==> config.mk <==
export PLATFORM = sky130hd
export DESIGN_NAME = fifo_rd_ctrl_prog
export DESIGN_NICKNAME = d
export VERILOG_FILES = /design/src/rtl/fifo_pkg.sv /design/src/rtl/binary_to_gray.sv /design/src/rtl/gray_to_binary.sv /design/src/rtl/multi_ff_synchronizer.sv /design/src/rtl/fifo_rd_ctrl_prog.sv
export SDC_FILE = /design/constraint.sdc
export NUM_CORES = 1
export LEC_CHECK = 0
export ABC_AREA = 1
export CAP_MARGIN = 5
export CORE_MARGIN = 1.5
export CORE_UTILIZATION = 50
export DETAILED_ROUTE_END_ITERATION = 10
export DONT_BUFFER_PORTS = 1
export SETUP_SLACK_MARGIN = 0.15
export SLEW_MARGIN = 15
export SYNTH_ARGS = -nofsm -noshare
export SYNTH_HDL_FRONTEND = slang
export SYNTH_SLANG_ARGS = --single-unit
==> constraint.sdc <==
create_clock -name r_clk -period 3.94 [get_ports r_clk]
set_input_delay 0.788 -clock r_clk [delete_from_list [all_inputs] [get_ports r_clk]]
set_output_delay 0.788 -clock r_clk [all_outputs]
set_load 0.05 [all_outputs]
==> src/rtl/fifo_pkg.sv <==
// ============================================================================
// Module   : fifo_pkg
// Brief    : Shared constants and Gray/binary helpers for the async FIFO.
// Revision : 1.0 - initial parametrised release
// ============================================================================
`default_nettype none

package fifo_pkg;

  localparam int c_SYNC_STAGES_MIN = 2;
  localparam int c_SYNC_STAGES_MAX = 4;

  function automatic logic [31:0] bin2gray(input logic [31:0] bin);
    return bin ^ (bin >> 1);
  endfunction

  function automatic logic [31:0] gray2bin(input logic [31:0] gray);
    logic [31:0] bin;
    bin = gray;
    for (int i = 1; i < 32; i++) begin
      bin = bin ^ (gray >> i);
    end
    return bin;
  endfunction

endpackage

`default_nettype wire

==> src/rtl/binary_to_gray.sv <==
// ============================================================================
// Module   : binary_to_gray
// Brief    : Combinational N-bit binary to Gray code converter.
// Revision : 1.0 - initial release
// ============================================================================
`default_nettype none

module binary_to_gray #(
  parameter int N = 5
) (
  input  logic [N-1:0] i_bin,
  output logic [N-1:0] o_gray
);

  assign o_gray = i_bin ^ (i_bin >> 1);

endmodule

`default_nettype wire

==> src/rtl/gray_to_binary.sv <==
// ============================================================================
// Module   : gray_to_binary
// Brief    : Combinational N-bit Gray to binary converter (XOR prefix).
// Revision : 1.0 - initial release
// ============================================================================
`default_nettype none

module gray_to_binary #(
  parameter int N = 5
) (
  input  logic [N-1:0] i_gray,
  output logic [N-1:0] o_bin
);

  // Each binary bit is the XOR of all Gray bits at or above it.
  for (genvar i = 0; i < N; i++) begin : g_bit
    assign o_bin[i] = ^i_gray[N-1:i];
  end

endmodule

`default_nettype wire

==> src/rtl/multi_ff_synchronizer.sv <==
// ============================================================================
// Module   : multi_ff_synchronizer
// Brief    : STAGES-deep flop chain carrying a SIZE-bit bus into clk domain.
// Revision : 1.0 - generalised from the two-flop synchronizer
// ============================================================================
`default_nettype none

module multi_ff_synchronizer #(
  parameter int SIZE   = 5,
  parameter int STAGES = 2
) (
  input  logic            clk,
  input  logic            rst_n,
  input  logic [SIZE-1:0] i_d,
  output logic [SIZE-1:0] o_q
);

  logic [SIZE-1:0] r_chain [STAGES];

  always_ff @(posedge clk) begin
    if (!rst_n) begin
      for (int i = 0; i < STAGES; i++) begin
        r_chain[i] <= '0;
      end
    end else begin
      r_chain[0] <= i_d;
      for (int i = 1; i < STAGES; i++) begin
        r_chain[i] <= r_chain[i-1];
      end
    end
  end

  assign o_q = r_chain[STAGES-1];

endmodule

`default_nettype wire

==> src/rtl/fifo_rd_ctrl_prog.sv <==
// ============================================================================
// Module   : fifo_rd_ctrl_prog
// Brief    : Async FIFO read-side controller with occupancy, programmable
//            almost-empty threshold and sticky underflow.
// Revision : 1.0 - initial parametrised release
// ============================================================================
`default_nettype none

module fifo_rd_ctrl_prog
  import fifo_pkg::*;
#(
  parameter int ADDRESS_SIZE   = 4,
  parameter int SYNC_STAGES    = 2,
  parameter int AE_RESET_LEVEL = 1
) (
  input  logic                  r_clk,
  input  logic                  rrst_n,
  input  logic                  r_en,
  input  logic [ADDRESS_SIZE:0] w_ptr,
  input  logic [ADDRESS_SIZE:0] r_ae_level,
  input  logic                  r_ae_load,
  input  logic                  r_uf_clr,
  output logic [ADDRESS_SIZE:0] r_ptr,
  output logic [ADDRESS_SIZE-1:0] r_addr,
  output logic                  r_empty,
  output logic                  r_almost_empty,
  output logic [ADDRESS_SIZE:0] r_level,
  output logic                  r_underflow
);

  localparam int c_AW = ADDRESS_SIZE;
  // Out-of-range synchronizer depths are pulled into the supported range.
  localparam int c_STAGES = (SYNC_STAGES < c_SYNC_STAGES_MIN) ? c_SYNC_STAGES_MIN :
                            (SYNC_STAGES > c_SYNC_STAGES_MAX) ? c_SYNC_STAGES_MAX :
                            SYNC_STAGES;
  localparam logic [c_AW:0] c_AE_RESET = AE_RESET_LEVEL[c_AW:0];

  logic [c_AW:0] r_bin;
  logic [c_AW:0] r_ae_thr;
  logic [c_AW:0] w_bnext;
  logic [c_AW:0] w_gnext;
  logic [c_AW:0] w_wq_ptr;
  logic [c_AW:0] w_wq_bin;
  logic [c_AW:0] w_lvl_next;
  logic          w_rd_acc;

  assign w_rd_acc = r_en & ~r_empty;
  assign w_bnext  = r_bin + {{c_AW{1'b0}}, w_rd_acc};
  assign r_addr   = r_bin[c_AW-1:0];

  binary_to_gray #(.N(c_AW + 1)) u_b2g (
    .i_bin  (w_bnext),
    .o_gray (w_gnext)
  );

  multi_ff_synchronizer #(.SIZE(c_AW + 1), .STAGES(c_STAGES)) u_wptr_sync (
    .clk   (r_clk),
    .rst_n (rrst_n),
    .i_d   (w_ptr),
    .o_q   (w_wq_ptr)
  );

  gray_to_binary #(.N(c_AW + 1)) u_g2b (
    .i_gray (w_wq_ptr),
    .o_bin  (w_wq_bin)
  );

  // Uses the post-read pointer, so a lagging write view only understates.
  assign w_lvl_next = w_wq_bin - w_bnext;

  always_ff @(posedge r_clk) begin
    if (!rrst_n) begin
      r_bin          <= '0;
      r_ptr          <= '0;
      r_empty        <= 1'b1;
      r_almost_empty <= 1'b1;
      r_level        <= '0;
      r_underflow    <= 1'b0;
      r_ae_thr       <= c_AE_RESET;
    end else begin
      r_bin          <= w_bnext;
      r_ptr          <= w_gnext;
      r_empty        <= (w_gnext == w_wq_ptr);
      r_level        <= w_lvl_next;
      r_almost_empty <= (w_lvl_next <= r_ae_thr);
      if (r_ae_load) begin
        r_ae_thr <= r_ae_level;
      end
      if (r_en && r_empty) begin
        r_underflow <= 1'b1;
      end else if (r_uf_clr) begin
        r_underflow <= 1'b0;
      end
    end
  end

endmodule

`default_nettype wire
After elaboration in Yosys (flattened, before gate mapping)
Memory sizes are Yosys's and may differ from the RTL's.
Index checks and enable logic that the tools add are counted.
{"block": "word_totals", "register_bits": 23, "out_inout_bits": 17, "elab_cells": 29, "ramBits": 10, "memories": 1}
{"block": "op_classes", "n_reduce_logical": 6, "bitwise": 5, "n_addsub": 2, "n_lt_le_gt_ge": 1, "eq_ne": 1, "mux": 6}
{"name": "u_wptr_sync.r_chain", "depth": 2, "word_bits": 5, "read_ports": 2, "rd_ports_with_merged_regs": 0, "wr": 2, "line_no": "multi_ff_synchronizer.sv:18", "source": "logic [SIZE-1:0] r_chain [STAGES];"}
{"operator": "5-bit 2-to-1 mux", "n": 2}
{"operator": "5-bit by 1-bit adder with 5-bit output", "n": 1}
{"operator": "5-bit equality test", "n": 1}
{"operator": "5-bit less-or-equal comparator", "n": 1}
{"operator": "5-bit parity", "n": 1}
{"operator": "5-bit subtractor", "n": 1}
{"operator": "5-bit by 4-bit XOR with 5-bit output", "n": 1}
{"operator": "1-bit 2-to-1 mux", "n": 4}
{"operator": "4-bit parity", "n": 1}
{"operator": "3-bit parity", "n": 1}
{"operator": "1-bit bitwise OR", "n": 2}
{"operator": "2-bit nonzero test", "n": 1}
{"operator": "2-bit parity", "n": 1}
{"operator": "1-bit AND", "n": 1}
{"operator": "1-bit logical AND", "n": 1}
{"operator": "1-bit inverter", "n": 1}

Logic depth before layout (Yosys ltp)
{"block": "logic_depth", "ltp_word": 5, "mapped_depth": 19}

By module
Synthesis repeated with hierarchy kept, for this count alone.
{"block": "hier_totals", "hier_cells": 234, "area_unflattened_um2": 1731.7}
{"mod": "fifo_rd_ctrl_prog", "area_each_um2": 1202.4, "cells_each": 153, "n_inst": 1, "seq_area_each_um2": 460.4}
{"mod": "multi_ff_synchronizer", "area_each_um2": 324.1, "cells_each": 36, "n_inst": 1, "seq_area_each_um2": 200.2}
{"mod": "gray_to_binary", "area_each_um2": 133.9, "cells_each": 27, "n_inst": 1, "seq_area_each_um2": 0.0}
{"mod": "binary_to_gray", "area_each_um2": 71.3, "cells_each": 18, "n_inst": 1, "seq_area_each_um2": 0.0}

Least setup slack after synthesis
OpenSTA, ideal clock, no wires.
{"block": "synth_timing", "kind": "input port to flip-flop", "startpoint": "input r_en", "endpoint": "register r_almost_empty", "arrival_time_ps": 2986, "slack_ps": 816, "cell_stages": 18, "path_buffers": 0, "cell_sequence": "nand3_1 -> inv_1 -> ha_1 -> inv_1 -> nand2_1 -> nand2_1 -> ha_1 -> inv_1 -> nor2_1 -> nor2_1 -> nor2_1 -> nor2_1 -> xor2_1 -> inv_1 -> ha_1 -> nand4_1 -> o221ai_1 -> o211ai_1"}
{"block": "synth_between", "elab_chain_cells": 4}
{"element": "start, declared", "line_no": "fifo_rd_ctrl_prog.sv:18", "source": "input logic r_en,"}
{"element": "1-bit AND", "line_no": "fifo_rd_ctrl_prog.sv:47", "source": "assign w_rd_acc = r_en & ~r_empty;"}
{"element": "5-bit by 1-bit adder with 5-bit output", "line_no": "fifo_rd_ctrl_prog.sv:48", "source": "assign w_bnext = r_bin + {{c_AW{1'b0}}, w_rd_acc};"}
{"element": "5-bit subtractor", "line_no": "fifo_rd_ctrl_prog.sv:69", "source": "assign w_lvl_next = w_wq_bin - w_bnext;"}
{"element": "named net w_lvl_next[4]", "line_no": "fifo_rd_ctrl_prog.sv:44", "source": "logic [c_AW:0] w_lvl_next;"}
{"element": "5-bit less-or-equal comparator", "line_no": "fifo_rd_ctrl_prog.sv:85", "source": "r_almost_empty <= (w_lvl_next <= r_ae_thr);"}
{"element": "end signal, assigned", "line_no": "fifo_rd_ctrl_prog.sv:85"}
{"element": "end, declared", "line_no": "fifo_rd_ctrl_prog.sv:26", "source": "output logic r_almost_empty,"}
The timed path passes the listed nets, and every way through them passes these cells.
A chain may end at the register's enable or synchronous reset.

Final worst setup path
{"block": "layout_timing", "startpoint": "register r_bin[0]", "endpoint": "register r_almost_empty"}
{"block": "layout_between", "elab_chain_cells": 3}
{"element": "start, declared", "line_no": "fifo_rd_ctrl_prog.sv:38", "source": "logic [c_AW:0] r_bin;"}
{"element": "start signal, assigned", "line_no": "fifo_rd_ctrl_prog.sv:81", "source": "r_bin <= w_bnext;"}
{"element": "5-bit by 1-bit adder with 5-bit output", "line_no": "fifo_rd_ctrl_prog.sv:48"}
{"element": "5-bit subtractor", "line_no": "fifo_rd_ctrl_prog.sv:69"}
{"element": "named net w_lvl_next[4]", "line_no": "fifo_rd_ctrl_prog.sv:44"}
{"element": "5-bit less-or-equal comparator", "line_no": "fifo_rd_ctrl_prog.sv:85"}
The timed path passes the listed nets, and every way through them passes these cells.

==> reports/summary.txt <==
Top FF cell, synth - dfxtp_1
Switching power - 0.0002567 W
Synth Warn # - 0
Post-synth top cells - nand2_1 (50), inv_1 (42), dfxtp_1 (32), nor2_1 (20), nand3_1 (12)
R2r setup slk - 730 ps
Largest net degree at the start of global routing - 19
Post-synthesis compound-gate area fraction - 6.865%
Post-synthesis xor/xnor area fraction - 7.279%
Initial DRC count - 41
Fmax - 311.7 MHz
Worst clock skew - 3.686 ps
Synth Area per Inst - 7.452 µm²
Root Buffer - clkbuf_4
Ys async rst share - 0%
Syn-to-layout area delta - 6.948%
Cell variety after synth - 19
RSZ-0062 raised after global routing - false
Postcts setup bufs - 0
Setup_tns - 0 ps
Fin crit share - 81.43%
First-pass GRT wire length - 4478 µm
CP Launch Type - flip-flop
Gate power share - 18.5%
Register area share after synthesis - 42.35%
Outcome - complete, but fails checks
Fin crit period - 3209 ps
Max cap viols - 0
Port buffer count - 0
Total Wirelength - 2463 µm
H-tree depth - 2
Multiplexer share of the synthesized area - 0%
Clock Pin Slew Worst Setup and Hold Paths - 90 ps
Yosys reg bits - 32
# IOs - 32
CP arrival - 3420 ps
Pleak - 0.8772 nW
Internal power - 0.0004910 W
Flop pwr share - 55.8%
Synth Cell Area - 1513 µm²
Leading cell types by total area after synthesis - dfxtp_1 (42%), nand2_1 (12%), inv_1 (10%), ha_1 (8.3%), nor2_1 (5.0%)
Final setup fails - 0
Post-DP HPWL - 1957 µm
Gr usage total - 17.86%
Initial antenna violation count - 0
Gpl congestion - 0.8003
Cells after Synth - 203
Simple-gate share of the synthesized area - 22.50%
Adder-cell share of the synthesized area - 9.595%
CTS tree - built
Hold Path Class - flip-flop to flip-flop
Clk buf depth - 2
DIE WIDTH - 58.01 µm
Vert. Die Dim - 58.01 µm
Final instance area - 1618 µm²
Largest family of logic cells by synthesized area - simple AND/OR/NAND/NOR gates
CTS buffer count - 5
Pwr dens - 462.2 nW/µm²
Detailed Routing Iterations Pass 1 - 9
Peak VDD IR - 0.0002352 V
Critical path capture point type - flip-flop
Layout cell share with drive strength beyond 1 - 7.143%
Routed len/inst - 10.22 µm
Yosys top cell by area - dfxtp_1
Area after DPL - 1555 µm²
Vias in the first global route - 1075
Finished Core Util - 57.67%
Top-count cell post-synth - nand2_1
Number of synthesized flops with an enable pin - 0
Net Count, Synth - 229
Failing checks - DRC
Slew Limit Fails - 0
Slew @ Worst Pin - 636.9 ps
Sw Share - 34.33%
WS Path Type - flip-flop to flip-flop
Via count - 1156
Vias per cell - 4.797
Skew-Pair Late Insertion Delay - 330 ps
Maximum fanout along the worst path - 7
Headroom to the max-slew limit - 57.48%
Synth top area share - 42.35%
Antenna Cells - 0
Crit path required time - 4150 ps
Post-DRT Antenna Nets - 0
Fin. Hold Viols - 0
Initial Util - 53.93%
Die area - 3365 µm²
Clk network pwr share - 25.7%
Residual DRC count - 1
Placeable core region - 2805 µm²
Worst hold slack - 417.0 ps
GRT overflow - 0
Clock sink total - 32
Final nets - 235
Std cell rows - 19
==> metal layers <==
layer | GRT usage [%] | part of all wire [%] | vias up
li1 | - | - | 628
met1 | 22.43 | 48 | 491
met2 | 27.92 | 44 | 33
met3 | 6.027 | 6.3 | 4
met4 | 7.973 | 1.7 | 0
met5 | 0 | 0 | -
==> stage by stage <==
step,std cells,setup WS (ps),power (W)
after CTS,241,471.9,0.0007577
after global routing,241,381.0,0.0007997
after global placement,233,681.3,0.0005605
after floorplan,203,815.7,0.0005370
final,241,731.5,0.0007477
after detailed placement,233,503.2,0.0005652
==> critical path, cell delays in order, from the launching register on <==
cell and delay (ps):
dfxtp_2 530, nand3_1 220, inv_1 90, ha_1 200, inv_1 50, nand2_1 50
nand2_1 170, ha_1 390, inv_1 50, nor2_1 150, nor2_1 60, nor2_1 90
nor2_1 60, xor2_1 190, inv_1 70, ha_1 310, nand4_1 120, o221ai_1 180
o211ai_1 110
==> sequential cells by signal, indices dropped and copies added, names as in the netlist <==
name                 count
u_wptr_sync.r_chain     10
r_underflow              1
r_ae_thr                 5
r_ptr                    5
r_almost_empty           1
r_empty                  1
r_bin                    4
r_level                  5
==> placed cells by master, fill, tap and decap left out <==
| cell type | netlist | final |
|---|---|---|
| a21oi_1 | 11 | 11 |
| buf_4 | 0 | 2 |
| clkbuf_4 | 0 | 5 |
| clkbuf_8 | 0 | 1 |
| clkinv_2 | 0 | 2 |
| dfxtp_1 | 32 | 31 |
| dfxtp_2 | 0 | 1 |
| fa_1 | 1 | 1 |
| ha_1 | 10 | 10 |
| inv_1 | 42 | 42 |
| inv_2 | 1 | 1 |
| nand2_1 | 50 | 50 |
| nand3_1 | 12 | 12 |
| nand4_1 | 2 | 2 |
| nor2_1 | 20 | 20 |
| nor3_1 | 1 | 1 |
| o211ai_1 | 1 | 1 |
| o21ai_0 | 5 | 5 |
| o21bai_1 | 1 | 1 |
| o221ai_1 | 1 | 1 |
| xnor2_1 | 2 | 2 |
| xor2_1 | 5 | 5 |
| xor2_2 | 3 | 3 |
==> path summary, 6_finish.rpt <==
path / start / end / cells after the start
worst max-delay path: r_bin[0] / r_almost_empty / 18
worst min-delay path: u_wptr_sync.r_chain[0][1] / u_wptr_sync.r_chain[0][6] / 2
worst max register to register: r_bin[0] / r_almost_empty / 18
worst min register to register: u_wptr_sync.r_chain[0][1] / u_wptr_sync.r_chain[0][6] / 2
==> timing repair <==
item	4_1_cts	5_1_grt
setup endpoints to repair	0	1
hold buffers	0	0
gates resized for setup	0	1
==> cell families after synthesis <==
group	count (synthesis)
adder cells (fa/ha/maj)	11
XOR/XNOR	10
AND/OR/NAND/NOR	85
AO/OA/AOI/OAI	19
buffers and inverters	46
flip-flops	32
==> power by group through the flow <==
stage                     registers [W]  clock network, W  logic [W]
after floorplan                0.000430                 0   0.000107
after global routing           0.000421          0.000215   0.000164
after detailed placement       0.000425                 0   0.000140
after global placement         0.000425                 0   0.000136
after CTS                      0.000417          0.000200   0.000141
final                          0.000417          0.000192   0.000138
==> area by class of cell <==
| type | count | area (µm²) |
|---|---|---|
| fill | 283 | 1187 |
| multi-input combinational | 125 | 699.4 |
| sequential | 32 | 641.9 |
| inverter | 43 | 161.4 |
| clock buffer | 6 | 51.30 |
| tap | 31 | 38.79 |
| timing repair buffer | 2 | 15.01 |
| clock inverter | 2 | 10.01 |
Note: power is estimated with default switching activity, not from simulation.
